`src/rtl/dkong_pal_pkg.sv`:
```
// Shared types and helpers for the Donkey Kong palette lookup block.
package dkong_pal_pkg;

  // Loader state machine encoding
  typedef enum logic [1:0] {
    IDLE  = 2'd0,
    LOAD0 = 2'd1,
    LOAD1 = 2'd2,
    DONE  = 2'd3
  } ld_state_t;

  // Loader image layouts
  localparam int LD_BYTE   = 0;  // one byte per palette entry
  localparam int LD_PLANES = 1;  // all low nibbles, then all high nibbles

  // Palette index width: bank field above the pixel code
  function automatic int calc_idx_w(input int bank_w, input int pix_w);
    return bank_w + pix_w;
  endfunction

  // Stored colour width: R, G and B packed MSB-first
  function automatic int calc_col_w(input int r_w, input int g_w, input int b_w);
    return r_w + g_w + b_w;
  endfunction

endpackage

```
`src/rtl/dkong_pal_lut_ram.sv`:
```
// Simple dual-port palette RAM: one nibble-enabled write port and one
// synchronous read port on a single clock. A read of the address being
// written in the same cycle returns the old contents.
module pal_ram_dp #(
  parameter int AW = 8,
  parameter int DW = 8
) (
  input  logic          i_clk,
  input  logic          i_we,
  input  logic [1:0]    i_nbe,
  input  logic [AW-1:0] i_waddr,
  input  logic [DW-1:0] i_wdata,
  input  logic [AW-1:0] i_raddr,
  output logic [DW-1:0] o_rdata
);

  localparam int DEPTH = 1 << AW;
  localparam int LO_W  = (DW < 4) ? DW : 4;
  localparam int HI_W  = DW - LO_W;

  // The word is kept as two nibble arrays so each plane has its own enable
  logic [LO_W-1:0] r_mem_lo [DEPTH];
  logic [LO_W-1:0] r_rd_lo;

  // Low nibble plane: write on enable bit 0, read every clock
  always_ff @(posedge i_clk) begin
    if (i_we && i_nbe[0]) begin
      r_mem_lo[i_waddr] <= i_wdata[LO_W-1:0];
    end
    r_rd_lo <= r_mem_lo[i_raddr];
  end

  generate
    if (HI_W > 0) begin : g_hi
      logic [HI_W-1:0] r_mem_hi [DEPTH];
      logic [HI_W-1:0] r_rd_hi;

      // High nibble plane: write on enable bit 1, read every clock
      always_ff @(posedge i_clk) begin
        if (i_we && i_nbe[1]) begin
          r_mem_hi[i_waddr] <= i_wdata[DW-1:LO_W];
        end
        r_rd_hi <= r_mem_hi[i_raddr];
      end

      assign o_rdata = {r_rd_hi, r_rd_lo};
    end else begin : g_lo_only
      logic w_nbe_unused;
      assign w_nbe_unused = i_nbe[1];
      assign o_rdata      = r_rd_lo;
    end
  endgenerate

endmodule

```
`src/rtl/dkong_pal_lut.sv`:
```
// Video colour-palette lookup: picks object or background pixel code, forms
// a banked palette index, reads the palette RAM and drives blank-gated RGB.
// Also streams the palette image into RAM after reset via a loader FSM.
//
// Loader handshake: a byte is consumed on every rising clock edge where
// I_LD_VALID and O_LD_READY are both high; O_LD_READY depends only on the
// loader state, never on I_LD_VALID, and bytes offered while it is low are
// left untouched.
module dkong_pal_lut
  import dkong_pal_pkg::*;
#(
  parameter int PIX_W   = 6,
  parameter int BANK_W  = 2,
  parameter int R_W     = 3,
  parameter int G_W     = 3,
  parameter int B_W     = 2,
  parameter int LD_MODE = 1,
  parameter int INVERT  = 1
) (
  input  logic              CLK_12M,
  input  logic              I_RESETn,
  input  logic              I_PIX_CE,
  input  logic [PIX_W-1:0]  I_VRAM_D,
  input  logic [PIX_W-1:0]  I_OBJ_D,
  input  logic [BANK_W-1:0] I_BANK,
  input  logic              I_CMPBLKn,
  input  logic              I_LD_START,
  input  logic              I_LD_VALID,
  input  logic [7:0]        I_LD_DATA,
  output logic              O_LD_READY,
  output logic              O_LD_DONE,
  output logic              O_PAL_VALID,
  output logic [R_W-1:0]    O_R,
  output logic [G_W-1:0]    O_G,
  output logic [B_W-1:0]    O_B,
  output ld_state_t         O_DBG_STATE
);

  localparam int IDX_W = calc_idx_w(BANK_W, PIX_W);
  localparam int COL_W = calc_col_w(R_W, G_W, B_W);

  // Pixel pipeline registers
  logic [IDX_W-1:0] r_idx_q;
  logic             r_blk_q;
  logic [COL_W-1:0] r_col;

  // Loader registers
  ld_state_t        r_state;
  logic [IDX_W-1:0] r_cnt;
  logic             r_ld_ready;
  logic             r_ld_done;
  logic             r_pal_valid;

  // Combinational nets
  logic [PIX_W-1:0] w_sel;
  logic [IDX_W-1:0] w_index;
  logic             w_hs;
  logic             w_cnt_last;
  logic [1:0]       w_nbe;
  logic [COL_W-1:0] w_wdata;
  logic [COL_W-1:0] w_rdata;
  logic [COL_W-1:0] w_rd_col;
  logic             w_ld_unused;

  // Object pixel wins unless its low two bits mark it transparent
  assign w_sel   = (I_OBJ_D[1:0] == 2'b00) ? I_VRAM_D : I_OBJ_D;
  assign w_index = {I_BANK, w_sel};

  assign w_hs       = I_LD_VALID & r_ld_ready;
  assign w_cnt_last = (r_cnt == {IDX_W{1'b1}});

  // Plane mode copies the low nibble of the byte into both halves; the
  // nibble enable decides which half actually lands in RAM.
  generate
    for (genvar g = 0; g < COL_W; g++) begin : g_wdata
      if (LD_MODE == LD_BYTE) begin : g_byte
        assign w_wdata[g] = I_LD_DATA[g];
      end else begin : g_plane
        assign w_wdata[g] = I_LD_DATA[g % 4];
      end
    end
  endgenerate

  // Bits of the loader byte that a given layout does not store
  assign w_ld_unused = ^I_LD_DATA;

  // Nibble enable: whole entry for byte layout, one plane per pass otherwise
  always_comb begin
    w_nbe = 2'b11;
    if (LD_MODE == LD_PLANES) begin
      w_nbe = (r_state == LOAD1) ? 2'b10 : 2'b01;
    end
  end

  pal_ram_dp #(
    .AW(IDX_W),
    .DW(COL_W)
  ) u_ram (
    .i_clk  (CLK_12M),
    .i_we   (w_hs),
    .i_nbe  (w_nbe),
    .i_waddr(r_cnt),
    .i_wdata(w_wdata),
    .i_raddr(r_idx_q),
    .o_rdata(w_rdata)
  );

  assign w_rd_col = (INVERT != 0) ? ~w_rdata : w_rdata;

  // Stage A: latch the palette index (forced to 0 while blanked) and blank
  always_ff @(posedge CLK_12M or negedge I_RESETn) begin
    if (!I_RESETn) begin
      r_idx_q <= '0;
      r_blk_q <= 1'b1;
    end else if (I_PIX_CE) begin
      r_idx_q <= (!I_CMPBLKn) ? '0 : w_index;
      r_blk_q <= ~I_CMPBLKn;
    end
  end

  // Stage B: capture RAM data, black when blanked or palette not loaded
  always_ff @(posedge CLK_12M or negedge I_RESETn) begin
    if (!I_RESETn) begin
      r_col <= '0;
    end else if (I_PIX_CE) begin
      r_col <= (r_blk_q || !r_pal_valid) ? '0 : w_rd_col;
    end
  end

  // Loader FSM: address counter, ready/done strobes and palette-valid flag
  always_ff @(posedge CLK_12M or negedge I_RESETn) begin
    if (!I_RESETn) begin
      r_state     <= IDLE;
      r_cnt       <= '0;
      r_ld_ready  <= 1'b0;
      r_ld_done   <= 1'b0;
      r_pal_valid <= 1'b0;
    end else begin
      r_ld_done <= 1'b0;
      case (r_state)
        IDLE: begin
          if (I_LD_START) begin
            r_state     <= LOAD0;
            r_cnt       <= '0;
            r_ld_ready  <= 1'b1;
            r_pal_valid <= 1'b0;
          end
        end
        LOAD0: begin
          if (w_hs) begin
            r_cnt <= r_cnt + 1'b1;
            if (w_cnt_last) begin
              if (LD_MODE == LD_PLANES) begin
                r_state <= LOAD1;
              end else begin
                r_state     <= DONE;
                r_ld_ready  <= 1'b0;
                r_ld_done   <= 1'b1;
                r_pal_valid <= 1'b1;
              end
            end
          end
        end
        LOAD1: begin
          if (w_hs) begin
            r_cnt <= r_cnt + 1'b1;
            if (w_cnt_last) begin
              r_state     <= DONE;
              r_ld_ready  <= 1'b0;
              r_ld_done   <= 1'b1;
              r_pal_valid <= 1'b1;
            end
          end
        end
        DONE: begin
          r_state <= IDLE;
        end
        default: begin
          r_state    <= IDLE;
          r_ld_ready <= 1'b0;
        end
      endcase
    end
  end

  assign O_LD_READY  = r_ld_ready;
  assign O_LD_DONE   = r_ld_done;
  assign O_PAL_VALID = r_pal_valid;
  assign O_R         = r_col[COL_W-1 -: R_W];
  assign O_G         = r_col[B_W +: G_W];
  assign O_B         = r_col[B_W-1:0];
  assign O_DBG_STATE = r_state;

endmodule
```
`config.mk`:
```
export PLATFORM = sky130hd
export DESIGN_NAME = dkong_pal_lut
export DESIGN_NICKNAME = d
export VERILOG_FILES = /design/src/rtl/dkong_pal_pkg.sv /design/src/rtl/dkong_pal_lut_ram.sv /design/src/rtl/dkong_pal_lut.sv
export SDC_FILE = /design/constraint.sdc
export NUM_CORES = 2
export LEC_CHECK = 0
export CAP_MARGIN = 40
export CORE_ASPECT_RATIO = 1.2
export CORE_MARGIN = 4
export CORE_UTILIZATION = 24
export DETAILED_ROUTE_END_ITERATION = 12
export GPL_ROUTABILITY_DRIVEN = 0
export PLACE_DENSITY_LB_ADDON = 0.08
export SYNTH_ARGS = -nofsm -noshare
export SYNTH_HDL_FRONTEND = slang
export SYNTH_SLANG_ARGS = --single-unit
```
`constraint.sdc`:
```
create_clock -name CLK_12M -period 3.4 [get_ports CLK_12M]
set_input_delay 0.68 -clock CLK_12M [delete_from_list [all_inputs] [get_ports CLK_12M]]
set_output_delay 0.68 -clock CLK_12M [all_outputs]
set_load 0.02 [all_outputs]
```
==> run_results.csv <==
group,metric,value,unit
sta,maxSlewViolCount,0,
yosys,yosys.area_share.adder,0.00121,
place,placed_area,0.0929,mm^2
sta,fin_ws,50.5,ps
cts,clkTransAtPathRegs,60,ps
sta,tightest_slew,862,ps
yosys,synth-main-ff-cell,"edfxtp_1",
yosys,ys_ff_latch,2086,
yosys,avgSynthCellArea,19.7,um^2
yosys,netlist_instances,4192,
sta,finalCriticalPeriod,3350,ps
floorplan,die_h,650,um
route,wl_per_cell,28.1,um
global_routing,grt_pass1_vias,45294,
sta,max_freq,299,MHz
global_routing,gr-total-overflow,0,
place,hpwl,171000,um
setup_path,cp.required,4150,ps
final_layout,nNetsFinal,4896,
yosys,synth_area,0.0824,mm^2
sta,rsz0062_at_grt,"false",
route,viasPerCell,4.41,
cts,htree_levels,4,
yosys,async_flop_share,0.0144,
final_layout,fillers,33626,
setup_path,slowest_stage,"dfrtp_4",
final_layout,seq_area,0.0624,mm^2
sta,tns,0,ps
setup_path,critPathLaunchType,"register",
global_routing,grt_max_degree,132,
setup_path,slowest_delay,730,ps
place,dp_worst_setup_slack,-9.56,ps
global_routing,grt_util_all_layers,0.149,
yosys,yosys_warnings,0,
final_layout,drive_gt1_frac,0.295,
setup_path,path_cells,"buf_4 > mux4_2 > a22o_1 > a2111oi_0 > a2bb2oi_1 > o31a_1 > nor4_1",
yosys,syn_nets,4228,
yosys,synth.yosys.seq_area_share,0.757,
yosys,synth_edf_count,2048,
outcome,status,"complete, no violations",
sta,slew_headroom,0.425,
sta,skew,44.4,ps
power_and_ir_drop,power.leakage,31.4,nW
cts,clock-sinks,2086,
floorplan,die-area,0.353,mm^2
final_layout,area_delta_synth_final,21.6,%
yosys,synth.distinct_cells,73,
yosys,synthSimpleGateAreaFrac,0.0400,
route,routed_wl,268000,um
route,vias,42138,
yosys,synth_area_leader_cell,"edfxtp_1",
route,drc,0,
min_path,hold_class,"input pin to register",
yosys,synth-xor-area-share,0.000425,
setup_path,crit_type,"register to register",
place,place_inst,9129,
floorplan,fp.coreArea,0.342,mm^2
setup_path,crit_family,"compound AO/OA/AOI/OAI gates",
route,drtIter0Drc,2883,
cts,cts_buffer_depth,4,
yosys,synth_compound_area_frac,0.0353,
global_routing,antenna_found_initial,21,
floorplan,initial_core_util,0.241,
cts,cts_tree,"done",
yosys,synth_top_family_by_area,"multiplexers",
sta,min_period_over_period,0.985,
yosys,synth_common_cells,"edfxtp_1 (2048), nor2_1 (549), mux4_2 (416)",
final_layout,final_area,0.100,mm^2
yosys,netlist.area_leader.share,0.746,
final_layout,fin_util,0.293,
yosys,muxShareOfSynthArea,0.144,
place,numPortBuffers,36,
yosys,netlist_top_cells_area,"edfxtp_1 (75%), mux4_2 (11%), nor2_1 (2.5%)",
route,antenna_left,0,
floorplan,rows,235,
final_layout,multi_input_area,0.0184,mm^2
yosys,synth_most_common_cell,"edfxtp_1",
setup_path,cp_max_fo,14,
setup_path,arrival,4100,ps
cts,cts_made_buffers,229,
cts,clkLatencyLatePin,900,ps
power_and_ir_drop,p_per_area,591,mW/mm^2
setup_path,worst_setup_path_end_kind,"register",
route,first_pass_iters,5,
setup_path,critPathBufInv,1,
power_and_ir_drop,vdd_drop_max,401,uV
sta,hold_viol,0,
global_routing,grt_pass1_wl,372000,um
cts,root_buffer,"clkbuf_16",
final_layout,final_cells,9548,
floorplan,die_w,543,um
sta,finalSetupViolCount,0,
floorplan,io_pins,41,
job,drv_cap,0,
==> worst paths after layout <==
path	from	endpoint	slack, ps	depth (start not counted)
min in group asynchronous	I_RESETn	r_col[6]	390	2
setup / recovery	r_idx_q[1]	u_ram.g_hi.r_rd_hi[2]	50	7
setup reg to reg	r_idx_q[1]	u_ram.g_hi.r_rd_hi[2]	50	7
hold / removal	I_PIX_CE	r_col[6]	160	2
max in group asynchronous	I_RESETn	r_cnt[3]	2240	3
hold reg to reg	r_col[4]	r_col[4]	520	1
==> final cells by class <==
class,instances,area share
Tap cell,4503,0.0562
Multi-Input combinational cell,1816,0.183
Sequential cell,2086,0.623
Clock inverter,125,0.0114
Antenna cell,3,0.0000749
Timing Repair Buffer,712,0.0650
Inverter,15,0.000562
Clock buffer,288,0.0606
==> power breakdown <==
| group | internal (mW) | leakage (nW) | switching (mW) |
|---|---|---|---|
| sequential | 28.4 | 18.9 | 0.179 |
| clock | 14.2 | 3.51 | 10.4 |
| combinational | 2.03 | 9.05 | 4.06 |
==> per-stage QoR <==
| step | power (mW) | hold slack [ps] |
|---|---|---|
| final | 59.2 | 160 |
| after global routing | 61.6 | 102 |
| after global placement | 35.4 | 502 |
| after CTS | 60.4 | 56.9 |
| after detailed placement | 35.4 | 499 |
| after floorplan | 32.0 | 384 |
==> state kept, by name (all words and copies together) (netlist names) <==
register             cells
r_col                    8
u_ram.g_hi.r_mem_hi   1024
r_idx_q                  8
u_ram.r_rd_lo            4
O_PAL_VALID              1
u_ram.g_hi.r_rd_hi       4
r_cnt                    8
O_LD_DONE                1
O_DBG_STATE              2
O_LD_READY               1
u_ram.r_mem_lo        1024
r_blk_q                  1
==> routing by layer <==
layer	wire, um	vias up	global-route usage
met2	141000	739	0.270
met5	0	-	0
li1	-	18510	-
met1	112000	22565	0.188
met3	8660	324	0.0182
met4	6430	0	0.0367
==> worst register-to-register path: cells and delay by family (launching register included) <==
family / cells / cell delay (ps)
muxes: 1 / 360
and+or+nand+nor: 1 / 100
buffers and inverters: 1 / 340
AOI/OAI and AO/OA: 4 / 1710
DFF: 1 / 730
==> cell families after synthesis <==
kind of cell / count (synthesis)
adder cells (fa/ha/maj): 8
AO/OA/AOI/OAI: 415
buffers and inverters: 290
AND/OR/NAND/NOR: 781
flip-flops: 2086
XOR/XNOR: 4
multiplexers: 608
==> layout by cell type (no fill, tap or decap), types with 6 or more instances in the layout <==
cell type           n
nor2_1            546
clkbuf_1           51
dfxtp_1             8
a211oi_1           21
nand3_2            16
nor3_1             26
clkinv_1           46
nand2_1            70
a22o_1             16
o22ai_1            43
a22oi_1           130
o221ai_1           48
dfrtp_1            25
clkinv_2           41
buf_4             591
buf_12             78
bufinv_16          21
mux4_2            416
a21oi_1            97
clkinvlp_4         12
mux4_1             35
nor2b_1            14
mux2_2             26
o21ai_0            14
nor4_1             25
and2_1              6
nand3_1            24
ha_1                8
clkdlybuf4s50_1    30
inv_1              11
mux2i_1           131
nand2b_1            9
edfxtp_1         2048
clkbuf_16         235
a221oi_1            8
==> timing repair <==
item                                    CTS  global route
endpoints found under the setup margin    1             1
gates cloned                              0             2
hold endpoints to repair                 18             0
hold buffers                              1             0
buffers inserted                          0             0
resized for setup                         2             2
No activity file was read; power rests on OpenSTA's default activity.
